**src/rtl/ram_stream_reader_pkg.sv**
```systemverilog
// ram_stream_pkg: shared definitions for the frame-buffer read engine.
//   ADDRL_DEF : default buffer address width (buffer depth = 2**ADDRL bytes)
//   lenw_of   : length-field width for a given address width (ADDRL+1), so a
//               transfer covering the whole buffer can be expressed
//   state_t   : control FSM states
package ram_stream_pkg;

    localparam int ADDRL_DEF = 14;

    function automatic int lenw_of(input int addrl);
        return addrl + 1;
    endfunction

    localparam int LENW_DEF = lenw_of(ADDRL_DEF);

    typedef enum logic [1:0] {
        IDLE   = 2'd0,
        RUN    = 2'd1,
        FINISH = 2'd2
    } state_t;

endpackage

```
**src/rtl/ram_stream_reader_if.sv**
```systemverilog
// ram_stream_reader_if: command, buffer read port and byte stream of the
// frame-buffer read engine.
//   command : start, start_addr, length -> busy, done
//   buffer  : ram_enb, ram_addrb -> ram_dob (one-cycle read latency)
//   stream  : out_valid, out_data, out_last -> out_ready
// master = the read engine, slave = its environment (command source, buffer
// and the byte consumer).
interface ram_stream_reader_if
    import ram_stream_pkg::*;
#(
    parameter int ADDRL = ADDRL_DEF,
    parameter int LENW  = ADDRL + 1
) ();

    logic             start;
    logic [ADDRL-1:0] start_addr;
    logic [LENW-1:0]  length;
    logic             busy;
    logic             done;

    logic             ram_enb;
    logic [ADDRL-1:0] ram_addrb;
    logic [7:0]       ram_dob;

    logic             out_valid;
    logic             out_ready;
    logic [7:0]       out_data;
    logic             out_last;

    modport master (
        input  start, start_addr, length, ram_dob, out_ready,
        output busy, done, ram_enb, ram_addrb, out_valid, out_data, out_last
    );

    modport slave (
        output start, start_addr, length, ram_dob, out_ready,
        input  busy, done, ram_enb, ram_addrb, out_valid, out_data, out_last
    );

endinterface

```
**src/rtl/ram_stream_reader_fifo.sv**
```systemverilog
// byte_skid_fifo: 2-entry, 8-bit FIFO absorbing stream backpressure.
//   clk, rst : clock, asynchronous active-high reset (storage cleared to 0)
//   push,din : write a byte at the end of the cycle
//   pop      : drop the head byte at the end of the cycle
//   count    : current occupancy (0..2)
//   head     : oldest byte; meaningful when count != 0
// Push and pop in the same cycle are legal at any occupancy; a push into a
// full FIFO is only honoured when a pop frees the slot in the same cycle.
module byte_skid_fifo (
    input  logic       clk,
    input  logic       rst,
    input  logic       push,
    input  logic [7:0] din,
    input  logic       pop,
    output logic [1:0] count,
    output logic [7:0] head
);

    logic [7:0] mem_reg [2];
    logic       wr_ptr_reg;
    logic       rd_ptr_reg;
    logic [1:0] count_reg;
    logic       do_push;
    logic       do_pop;

    assign do_pop  = pop && (count_reg != 2'd0);
    assign do_push = push && ((count_reg != 2'd2) || do_pop);

    // When full, the write slot equals the head slot; overwriting it is safe
    // because the head leaves on the same edge.
    for (genvar gi = 0; gi < 2; gi++) begin : g_entry
        always_ff @(posedge clk or posedge rst) begin
            if (rst) begin
                mem_reg[gi] <= 8'h00;
            end else if (do_push && (wr_ptr_reg == 1'(gi))) begin
                mem_reg[gi] <= din;
            end
        end
    end

    always_ff @(posedge clk or posedge rst) begin
        if (rst) begin
            wr_ptr_reg <= 1'b0;
            rd_ptr_reg <= 1'b0;
            count_reg  <= 2'd0;
        end else begin
            if (do_push) wr_ptr_reg <= ~wr_ptr_reg;
            if (do_pop)  rd_ptr_reg <= ~rd_ptr_reg;
            case ({do_push, do_pop})
                2'b10:   count_reg <= count_reg + 2'd1;
                2'b01:   count_reg <= count_reg - 2'd1;
                default: count_reg <= count_reg;
            endcase
        end
    end

    assign count = count_reg;
    assign head  = mem_reg[rd_ptr_reg];

endmodule

```
**src/rtl/ram_stream_reader.sv**
```systemverilog
// ram_stream_reader: read-side engine of the byte-wide frame buffer.
// On an accepted start it reads `length` bytes from start_addr upward
// (wrapping at the top of the buffer) and streams them out on a valid/ready
// byte interface; a 2-entry skid FIFO absorbs consumer backpressure.
//   clk, rst : clock, asynchronous active-high reset
//   bus      : ram_stream_reader_if.master (command, buffer read port, stream)
module ram_stream_reader
    import ram_stream_pkg::*;
#(
    parameter int ADDRL = ADDRL_DEF,
    parameter int LENW  = lenw_of(ADDRL)
) (
    input  logic                 clk,
    input  logic                 rst,
    ram_stream_reader_if.master  bus
);

    state_t           state_reg;
    state_t           state_next;
    logic [ADDRL-1:0] rd_addr_reg;
    logic [LENW-1:0]  rd_left_reg;
    logic [LENW-1:0]  out_left_reg;
    logic             dob_vld_reg;

    logic [1:0]       fifo_count;
    logic [7:0]       fifo_head;
    logic             out_valid;
    logic             pop;
    logic             issue;
    logic             accept;
    logic [2:0]       occ;
    logic             busy;
    logic             done;

    assign out_valid = (fifo_count != 2'd0);
    assign pop       = out_valid && bus.out_ready;
    assign accept    = (state_reg == IDLE) && bus.start;

    // Bytes held or in flight. A read is issued only if, after this cycle's
    // pop, at most one slot is committed, so the returning byte always fits.
    assign occ   = {1'b0, fifo_count} + {2'b00, dob_vld_reg};
    assign issue = (state_reg == RUN) && (rd_left_reg != '0) &&
                   (occ <= (3'd1 + {2'b00, pop}));

    // State register
    always_ff @(posedge clk or posedge rst) begin
        if (rst) state_reg <= IDLE;
        else     state_reg <= state_next;
    end

    // Next-state logic
    always_comb begin
        state_next = state_reg;
        case (state_reg)
            IDLE: begin
                if (bus.start) state_next = (bus.length != '0) ? RUN : FINISH;
            end
            RUN: begin
                if (pop && (out_left_reg == LENW'(1))) state_next = FINISH;
            end
            FINISH:  state_next = IDLE;
            default: state_next = IDLE;
        endcase
    end

    // State outputs
    always_comb begin
        busy = 1'b0;
        done = 1'b0;
        case (state_reg)
            RUN:     busy = 1'b1;
            FINISH:  done = 1'b1;
            default: ;
        endcase
    end

    // Read address / remaining counters and the read-data-valid flag
    always_ff @(posedge clk or posedge rst) begin
        if (rst) begin
            rd_addr_reg  <= '0;
            rd_left_reg  <= '0;
            out_left_reg <= '0;
            dob_vld_reg  <= 1'b0;
        end else begin
            if (accept && (bus.length != '0)) begin
                rd_addr_reg  <= bus.start_addr;
                rd_left_reg  <= bus.length;
                out_left_reg <= bus.length;
            end else begin
                if (issue) begin
                    rd_addr_reg <= rd_addr_reg + 1'b1;
                    rd_left_reg <= rd_left_reg - 1'b1;
                end
                if (pop) out_left_reg <= out_left_reg - 1'b1;
            end
            dob_vld_reg <= issue;
        end
    end

    byte_skid_fifo u_fifo (
        .clk   (clk),
        .rst   (rst),
        .push  (dob_vld_reg),
        .din   (bus.ram_dob),
        .pop   (pop),
        .count (fifo_count),
        .head  (fifo_head)
    );

    assign bus.busy      = busy;
    assign bus.done      = done;
    assign bus.ram_enb   = issue;
    assign bus.ram_addrb = rd_addr_reg;
    assign bus.out_valid = out_valid;
    assign bus.out_data  = fifo_head;
    assign bus.out_last  = out_valid && (out_left_reg == LENW'(1));

endmodule

```
**src/flat_wrapper.sv**
```systemverilog
// flat-port wrapper written by rule: the top's interface ports become plain ports
module ram_stream_reader_flat import ram_stream_pkg::*;
#(
    parameter int ADDRL = ADDRL_DEF,
    parameter int LENW  = lenw_of(ADDRL)
)
  (clk, rst, bus_start, bus_start_addr, bus_length, bus_ram_dob, bus_out_ready, bus_busy, bus_done, bus_ram_enb, bus_ram_addrb, bus_out_valid, bus_out_data, bus_out_last);
  ram_stream_reader_if #(.ADDRL(ADDRL), .LENW(LENW)) bus_i ();
  input  logic clk;
  input  logic rst;
  input wire logic [$bits(bus_i.start)-1:0] bus_start;
  input wire logic [$bits(bus_i.start_addr)-1:0] bus_start_addr;
  input wire logic [$bits(bus_i.length)-1:0] bus_length;
  input wire logic [$bits(bus_i.ram_dob)-1:0] bus_ram_dob;
  input wire logic [$bits(bus_i.out_ready)-1:0] bus_out_ready;
  output wire logic [$bits(bus_i.busy)-1:0] bus_busy;
  output wire logic [$bits(bus_i.done)-1:0] bus_done;
  output wire logic [$bits(bus_i.ram_enb)-1:0] bus_ram_enb;
  output wire logic [$bits(bus_i.ram_addrb)-1:0] bus_ram_addrb;
  output wire logic [$bits(bus_i.out_valid)-1:0] bus_out_valid;
  output wire logic [$bits(bus_i.out_data)-1:0] bus_out_data;
  output wire logic [$bits(bus_i.out_last)-1:0] bus_out_last;
  assign bus_i.start = bus_start;
  assign bus_i.start_addr = bus_start_addr;
  assign bus_i.length = bus_length;
  assign bus_i.ram_dob = bus_ram_dob;
  assign bus_i.out_ready = bus_out_ready;
  assign bus_busy = bus_i.busy;
  assign bus_done = bus_i.done;
  assign bus_ram_enb = bus_i.ram_enb;
  assign bus_ram_addrb = bus_i.ram_addrb;
  assign bus_out_valid = bus_i.out_valid;
  assign bus_out_data = bus_i.out_data;
  assign bus_out_last = bus_i.out_last;
  ram_stream_reader #(.ADDRL(ADDRL), .LENW(LENW)) u_core (.clk(clk), .rst(rst), .bus(bus_i));
endmodule
```
**config.mk**
```make
export PLATFORM = sky130hd
export DESIGN_NAME = ram_stream_reader_flat
export DESIGN_NICKNAME = d
export VERILOG_FILES = /design/src/rtl/ram_stream_reader_pkg.sv /design/src/rtl/ram_stream_reader_if.sv /design/src/rtl/ram_stream_reader_fifo.sv /design/src/rtl/ram_stream_reader.sv /design/src/flat_wrapper.sv
export SDC_FILE = /design/constraint.sdc
export NUM_CORES = 1
export LEC_CHECK = 0
export BUFFER_PORTS_ARGS = -buffer_cell sky130_fd_sc_hd__clkbuf_2
export CAP_MARGIN = 40
export CORE_UTILIZATION = 35
export CTS_CLUSTER_DIAMETER = 40
export DETAILED_ROUTE_END_ITERATION = 8
export PLACE_DENSITY = 0.63
export SLEW_MARGIN = 20
export SYNTH_ARGS = -nofsm -noshare
export SYNTH_HDL_FRONTEND = slang
export SYNTH_SLANG_ARGS = --single-unit
export TNS_END_PERCENT = 1
```
**constraint.sdc**
```tcl
create_clock -name clk -period 2.95 [get_ports clk]
set_input_delay 0.4425 -clock clk [delete_from_list [all_inputs] [get_ports clk]]
set_output_delay 0.4425 -clock clk [all_outputs]
set_load 0.005 [all_outputs]
```
---- After elaboration in Yosys (flattened, before gate mapping) ----
Cells that the tools add are included.
W data, S select, Z words.
operators by class
  $add $sub $neg .......................... 7
  magnitude comparators ................... 2
  eq/ne operators ......................... 8
  muxes and demuxes ....................... 16
  bitwise gates (word level) .............. 3
  reductions and logical operators ........ 20
operator list
  cell                     number
  $mux W15                 4
  $reduce_bool A15 Y1      2
  $sub A15 B1 Y15 const B  2
  $mux W14                 2
  $mux W8                  3
  $eq A15 B1 Y1 const B    1
  $add A14 B1 Y14 const B  1
  $logic_and A1 B1 Y1      11
  $pmux W2 S2              2
  $reduce_bool A2 Y1       4
  $mux W2                  3
  $ne A2 B2 Y1 const B     3
  $eq A2 B1 Y1 const B     2
  $eq A2 B2 Y1 const B     2
  $add A2 B1 Y3            1
  $le A3 B3 Y1             1
  $add A1 B1 Y2 const A    1
  $add A2 B1 Y2 const B    1
  $ge A2 B2 Y1 const B     1
  $logic_not A2 Y1         1
  $mux W1                  2
  $not A1 Y1               2
  $not A1 Y2               1
  $reduce_and A2 Y1        1
  other kinds (2)          2
storage, ports and cells
  register bits ........................... 67
  logic and storage cells ................. 66

---- Longest topological paths before layout ----
  depth in word-level cells ............... 7
  depth in mapped cells ................... 12
  mapped depth without buffers ............ 10

---- Hierarchy ----
Synthesis repeated with hierarchy kept, for this count alone.
second synthesis, totals
  cell total of the unflattened synthesis .. 366
  area, all modules ....................... 3,662.3 um2
modules (own cells, without submodules)
  module             times used  cells an instance  area an instance (um2)  sequential area each (um2)
  ram_stream_reader  1           300                2,746.4                 1,176.1
  byte_skid_fifo     1           66                 915.9                   500.5

---- Worst setup path after synthesis ----
No wires, ideal clock.
  kind .................................... register to register
  from .................................... register u_core.u_fifo.count_reg[0] (netlist: u_core.u_fifo.count[0])
  to ...................................... register u_core.rd_left_reg[3]
  data arrival time ....................... 3.065 ns
  data required time ...................... 2.824 ns
  slack ................................... -0.241 ns
  cell stages (with the launch flop) ...... 12
  cells stage by stage .................... dfrtp_1 > or2_2 > nand2_1 > inv_2 > fa_1 > or3_1 > a32oi_1 > a21o_1 > buf_6 > inv_2 > mux2_4 > a221o_1
between the ends
  longest elaborated chain between the ends .. 6
  elaborated cells on any way between the ends .. 7
RTL lines
  item                                 line                          text
  start: declaration                   ram_stream_reader_fifo.sv:22  logic [1:0] count_reg;
  start signal: assignment             ram_stream_reader_fifo.sv:50  2'b10: count_reg <= count_reg + 2'd1;
  start signal: assignment             ram_stream_reader_fifo.sv:51  2'b01: count_reg <= count_reg - 2'd1;
  start signal: assignment             ram_stream_reader_fifo.sv:52  default: count_reg <= count_reg;
  $reduce_bool A2 Y1                   ram_stream_reader.sv:35       assign out_valid = (fifo_count != 2'd0);
  via bus_out_valid                    flat_wrapper.sv:20            output wire logic [$bits(bus_i.out_valid)-1:0] bus_out_valid;
  $logic_and A1 B1 Y1                  ram_stream_reader.sv:36       assign pop = out_valid && bus.out_ready;
  $add A1 B1 Y2                        ram_stream_reader.sv:43       (occ <= (3'd1 + {2'b00, pop}));
  $le A3 B3 Y1                         ram_stream_reader.sv:43
  $logic_and A1 B1 Y1                  ram_stream_reader.sv:42       assign issue = (state_reg == RUN) && (rd_left_reg != '0) &&
  $reduce_bool A2 Y1 (no source line)  n/a
  end signal: assignment               ram_stream_reader.sv:87       rd_left_reg <= bus.length;
  end signal: assignment               ram_stream_reader.sv:92       rd_left_reg <= rd_left_reg - 1'b1;
  end: declaration                     ram_stream_reader.sv:21       logic [LENW-1:0] rd_left_reg;
The timed path passes the listed nets, and every way through them passes these cells.
A chain may end at the register's enable or synchronous reset.

---- Worst setup path in the final report ----
  from .................................... register u_core.u_fifo.count_reg[0] (netlist: u_core.u_fifo.count[0])
  to ...................................... output port bus_ram_enb
between the ends
  longest elaborated chain between the ends .. 5
  elaborated cells on any way between the ends .. 6
RTL lines
  item                   line                     text
  $reduce_bool A2 Y1     ram_stream_reader.sv:35
  $logic_and A1 B1 Y1    ram_stream_reader.sv:36
  $add A1 B1 Y2          ram_stream_reader.sv:43
  $le A3 B3 Y1 *         ram_stream_reader.sv:43
  $logic_and A1 B1 Y1 *  ram_stream_reader.sv:42
  end: declaration       flat_wrapper.sv:18       output wire logic [$bits(bus_i.ram_enb)-1:0] bus_ram_enb;
Every way passes the cells marked *; elsewhere a longest branch is shown, timed or not.

==> results.py <==
metrics = {
    "yosys": {
        "synthDistinctLibCells": 55,
        "netlist_area_sq_um": 3690,
        "yosysTopAreaCell": "dfrtp_1",
        "synthAdderAreaFrac_pct": 2.92,
        "ys_ff_latch": 67,
        "ys.warnings.count": 0,
        "syn_area_per_cell_sq_um": 10.0,
        "synth.area.top_cells": "dfrtp_1, mux2_2, nand2_1",
        "syn_nets": 416,
        "synth.area.mux_share_pct": 11.5,
        "synth_top_family_by_area": "simple AND/OR/NAND/NOR gates",
        "synth_compound_area_share_pct": 13.1,
        "synth.top_cell.area_share_pct": 45.5,
        "synthSimpleGateAreaFrac_pct": 18.5,
        "synth-xor-area-share_pct": 4.28,
        "yosysSeqAreaShare_pct": 45.5,
        "synth_edf_count": 0,
        "synth_cells": 367,
        "synthArstFlopShare_pct": 100,
        "yosys_most_used_dff": "dfrtp_1",
    },
    "clocking": {
        "clkSlewWorstSetupHoldPaths_ns": 0.07,
        "cts_max_path_buffers": 2,
        "cts_tree": "yes",
        "clock-root-buffer": "clkbuf_8",
        "numCtsBuffers": 9,
        "worstSkewPairLatency_ns": 0.33,
        "htree_levels": 3,
        "clkSinkCount": 67,
    },
    "global_routing": {
        "track_usage_pct": 16.9,
        "grt_antenna_before_repair": 0,
        "grt_max_degree": 30,
        "first_global_vias": 3049,
        "overflow": 0,
        "grt_pass1_wl_microns": 14700,
    },
    "power_and_ir_drop": {
        "peakVddDrop_mv": 0.507,
        "p_leak_nw": 1.99,
        "p_per_area_nw_per_um2": 1140,
        "total_power_mw": 5.20,
    },
    "worst_setup_path": {
        "critical_path_required_ns": 2.51,
        "critPathSlowestCell": "fa_1",
        "critPathMaxStageDelay_ns": 0.45,
        "end_kind": "output pin",
        "path_cells": "or2_4 -> nand2_4 -> inv_4 -> fa_1 -> or3_1 -> a32oi_2 -> a21o_1 -> inv_2 -> buf_12 -> clkbuf_2",
        "crit_buf_inv": 4,
        "critPathKind": "reg2out",
        "critical_path.top_delay_family": "simple AND/OR/NAND/NOR gates",
        "cp-start-kind": "flop",
        "arrival_ns": 2.55,
        "worstPathMaxFanout": 2,
    },
    "die": {
        "die_h_microns": 105,
        "core-area_sq_um": 10300,
        "die_x_microns": 105,
        "initial_utilization_pct": 35.9,
        "die-area_sq_um": 10900,
        "rows": 37,
        "ios": 68,
    },
    "placement": {
        "placed_cells": 573,
        "place_hpwl_microns": 6430,
        "place.gp.congestion": 0.834,
        "post-place-ws_ns": 0.0167,
        "port_buffers": 67,
    },
    "sta": {
        "slew_headroom_pct": 48.5,
        "finalSetupViolCount": 5,
        "period_minus_slack_ns": 3.00,
        "worst_pin_slew_ns": 0.772,
        "final.period_utilization_pct": 102,
        "hold_viol": 0,
        "setup_ws_ns": -0.0458,
        "max_freq_mhz": 334,
        "hold-worst-slack_ns": 0.0415,
        "fin_skew_ns": 0.00467,
        "rsz0062_at_grt": "yes",
        "finalMaxSlewViolations": 0,
    },
    "detailed_routing": {
        "ant_nets": 0,
        "drc": 0,
        "dr.pass1.iters": 4,
        "viasPerCell": 5.23,
        "routedWlPerCell_microns": 14.9,
        "drtIter0Drc": 142,
        "vias": 3118,
        "wl_microns": 8860,
    },
    "cells_and_area": {
        "nFillCells": 999,
        "drive_above_1_share_pct": 33.0,
        "largest_reg_flops": 16,
        "diodes": 0,
        "final_cell_mix": "clkbuf_2, dfrtp_1, nand2_1",
        "area_growth_pct": 23.5,
        "final_nets": 505,
        "final_cells": 596,
    },
    "status": {
        "status": "complete, but fails checks",
        "violations": "negative setup slack",
    },
    "job": {
        "max_cap_violations": 0,
    },
    "min_path": {
        "min_path_type": "in2async",
    },
}
[worst paths after layout]
check / slack [ns] / end / cells after the start / from
worst max-delay path: -0.05 / bus_ram_enb / 10 / u_core.u_fifo.count[0]
worst min-delay path: 0.04 / u_core.bus.ram_addrb[1] / 2 / rst
worst max register to register: -0.02 / u_core.bus.ram_addrb[12] / 11 / u_core.u_fifo.count[0]
worst min register to register: 0.50 / u_core.u_fifo.mem_reg[4] / 1 / u_core.u_fifo.mem_reg[4]
max in group asynchronous: 2.22 / u_core.u_fifo.wr_ptr_reg / 3 / rst
min in group clk: 0.33 / u_core.bus.ram_addrb[9] / 3 / bus_start_addr[9]
[timing repair]
item / CTS / global route
buffers inserted: 7 / 1
hold buffers: 0 / 0
resized for setup: 3 / 3
cloned: 0 / 0
pin swaps: 5 / 2
endpoints found under the setup margin: 2 / 24
[layer usage]
metal	up-vias	global-route usage [%]	wire [microns]
li1	1518	-	-
met1	1525	21.7	4060
met2	66	28.3	4360
met3	9	3.68	341
met4	0	5.03	102
met5	-	0	0
[where the power goes]
| group | internal [mW] | total, mW | leakage, nW | switching, mW |
|---|---|---|---|---|
| combinational | 1.43 | 2.72 | 1.11 | 1.29 |
| clock | 0.367 | 0.699 | 0.0953 | 0.331 |
| sequential | 1.36 | 1.78 | 0.784 | 0.423 |
| total | 3.16 | 5.20 | 1.99 | 2.04 |
[area by class of cell]
type                       instances  area (sq um)  share of cell area (%)
multi-input combinational        264          1890                    41.5
sequential                        67          1680                    36.8
timing repair buffer              92           552                    12.1
tap                              136           170                    3.74
clock buffer                      13           169                    3.71
inverter                          22          85.1                    1.87
clock inverter                     2          10.0                   0.220
[Yosys cell counts (3+ instances only)]
master    instances
o31ai_1           6
inv_1            20
nand4_1           4
o22ai_1           3
dfrtp_1          67
or4_1             8
a21oi_1          12
xnor2_1          14
nor2_1           29
clkbuf_1          8
o32ai_1           3
nor2b_1           5
buf_2             3
nor3_1            9
a31oi_1           6
nand3_1           9
or3_1             5
nand2_1          37
o221ai_1          4
o21ai_0          15
nor4_1            7
xor2_1            4
a221o_1           3
mux2_2           27
ha_1              7
mux2i_1           9
[cells by family after synthesis]
kind of cell               count (synthesis)
and+or+nand+nor                          131
DFF                                       67
buffers and inverters                     36
adders and majority gates                  8
xor gates and xnor gates                  18
AOI/OAI and AO/OA                         69
muxes                                     38
[per-stage QoR]
step	TNS, ns	instance area [sq um]	utilization (%)
after floorplan	0	3710	-
after global placement	0	4290	41.8
after CTS	-0.353	4540	44.1
final	-0.0973	4550	44.3
after detailed placement	0	4290	41.8
after global routing	-0.916	4550	44.3
(Power assumes the default switching activity.)
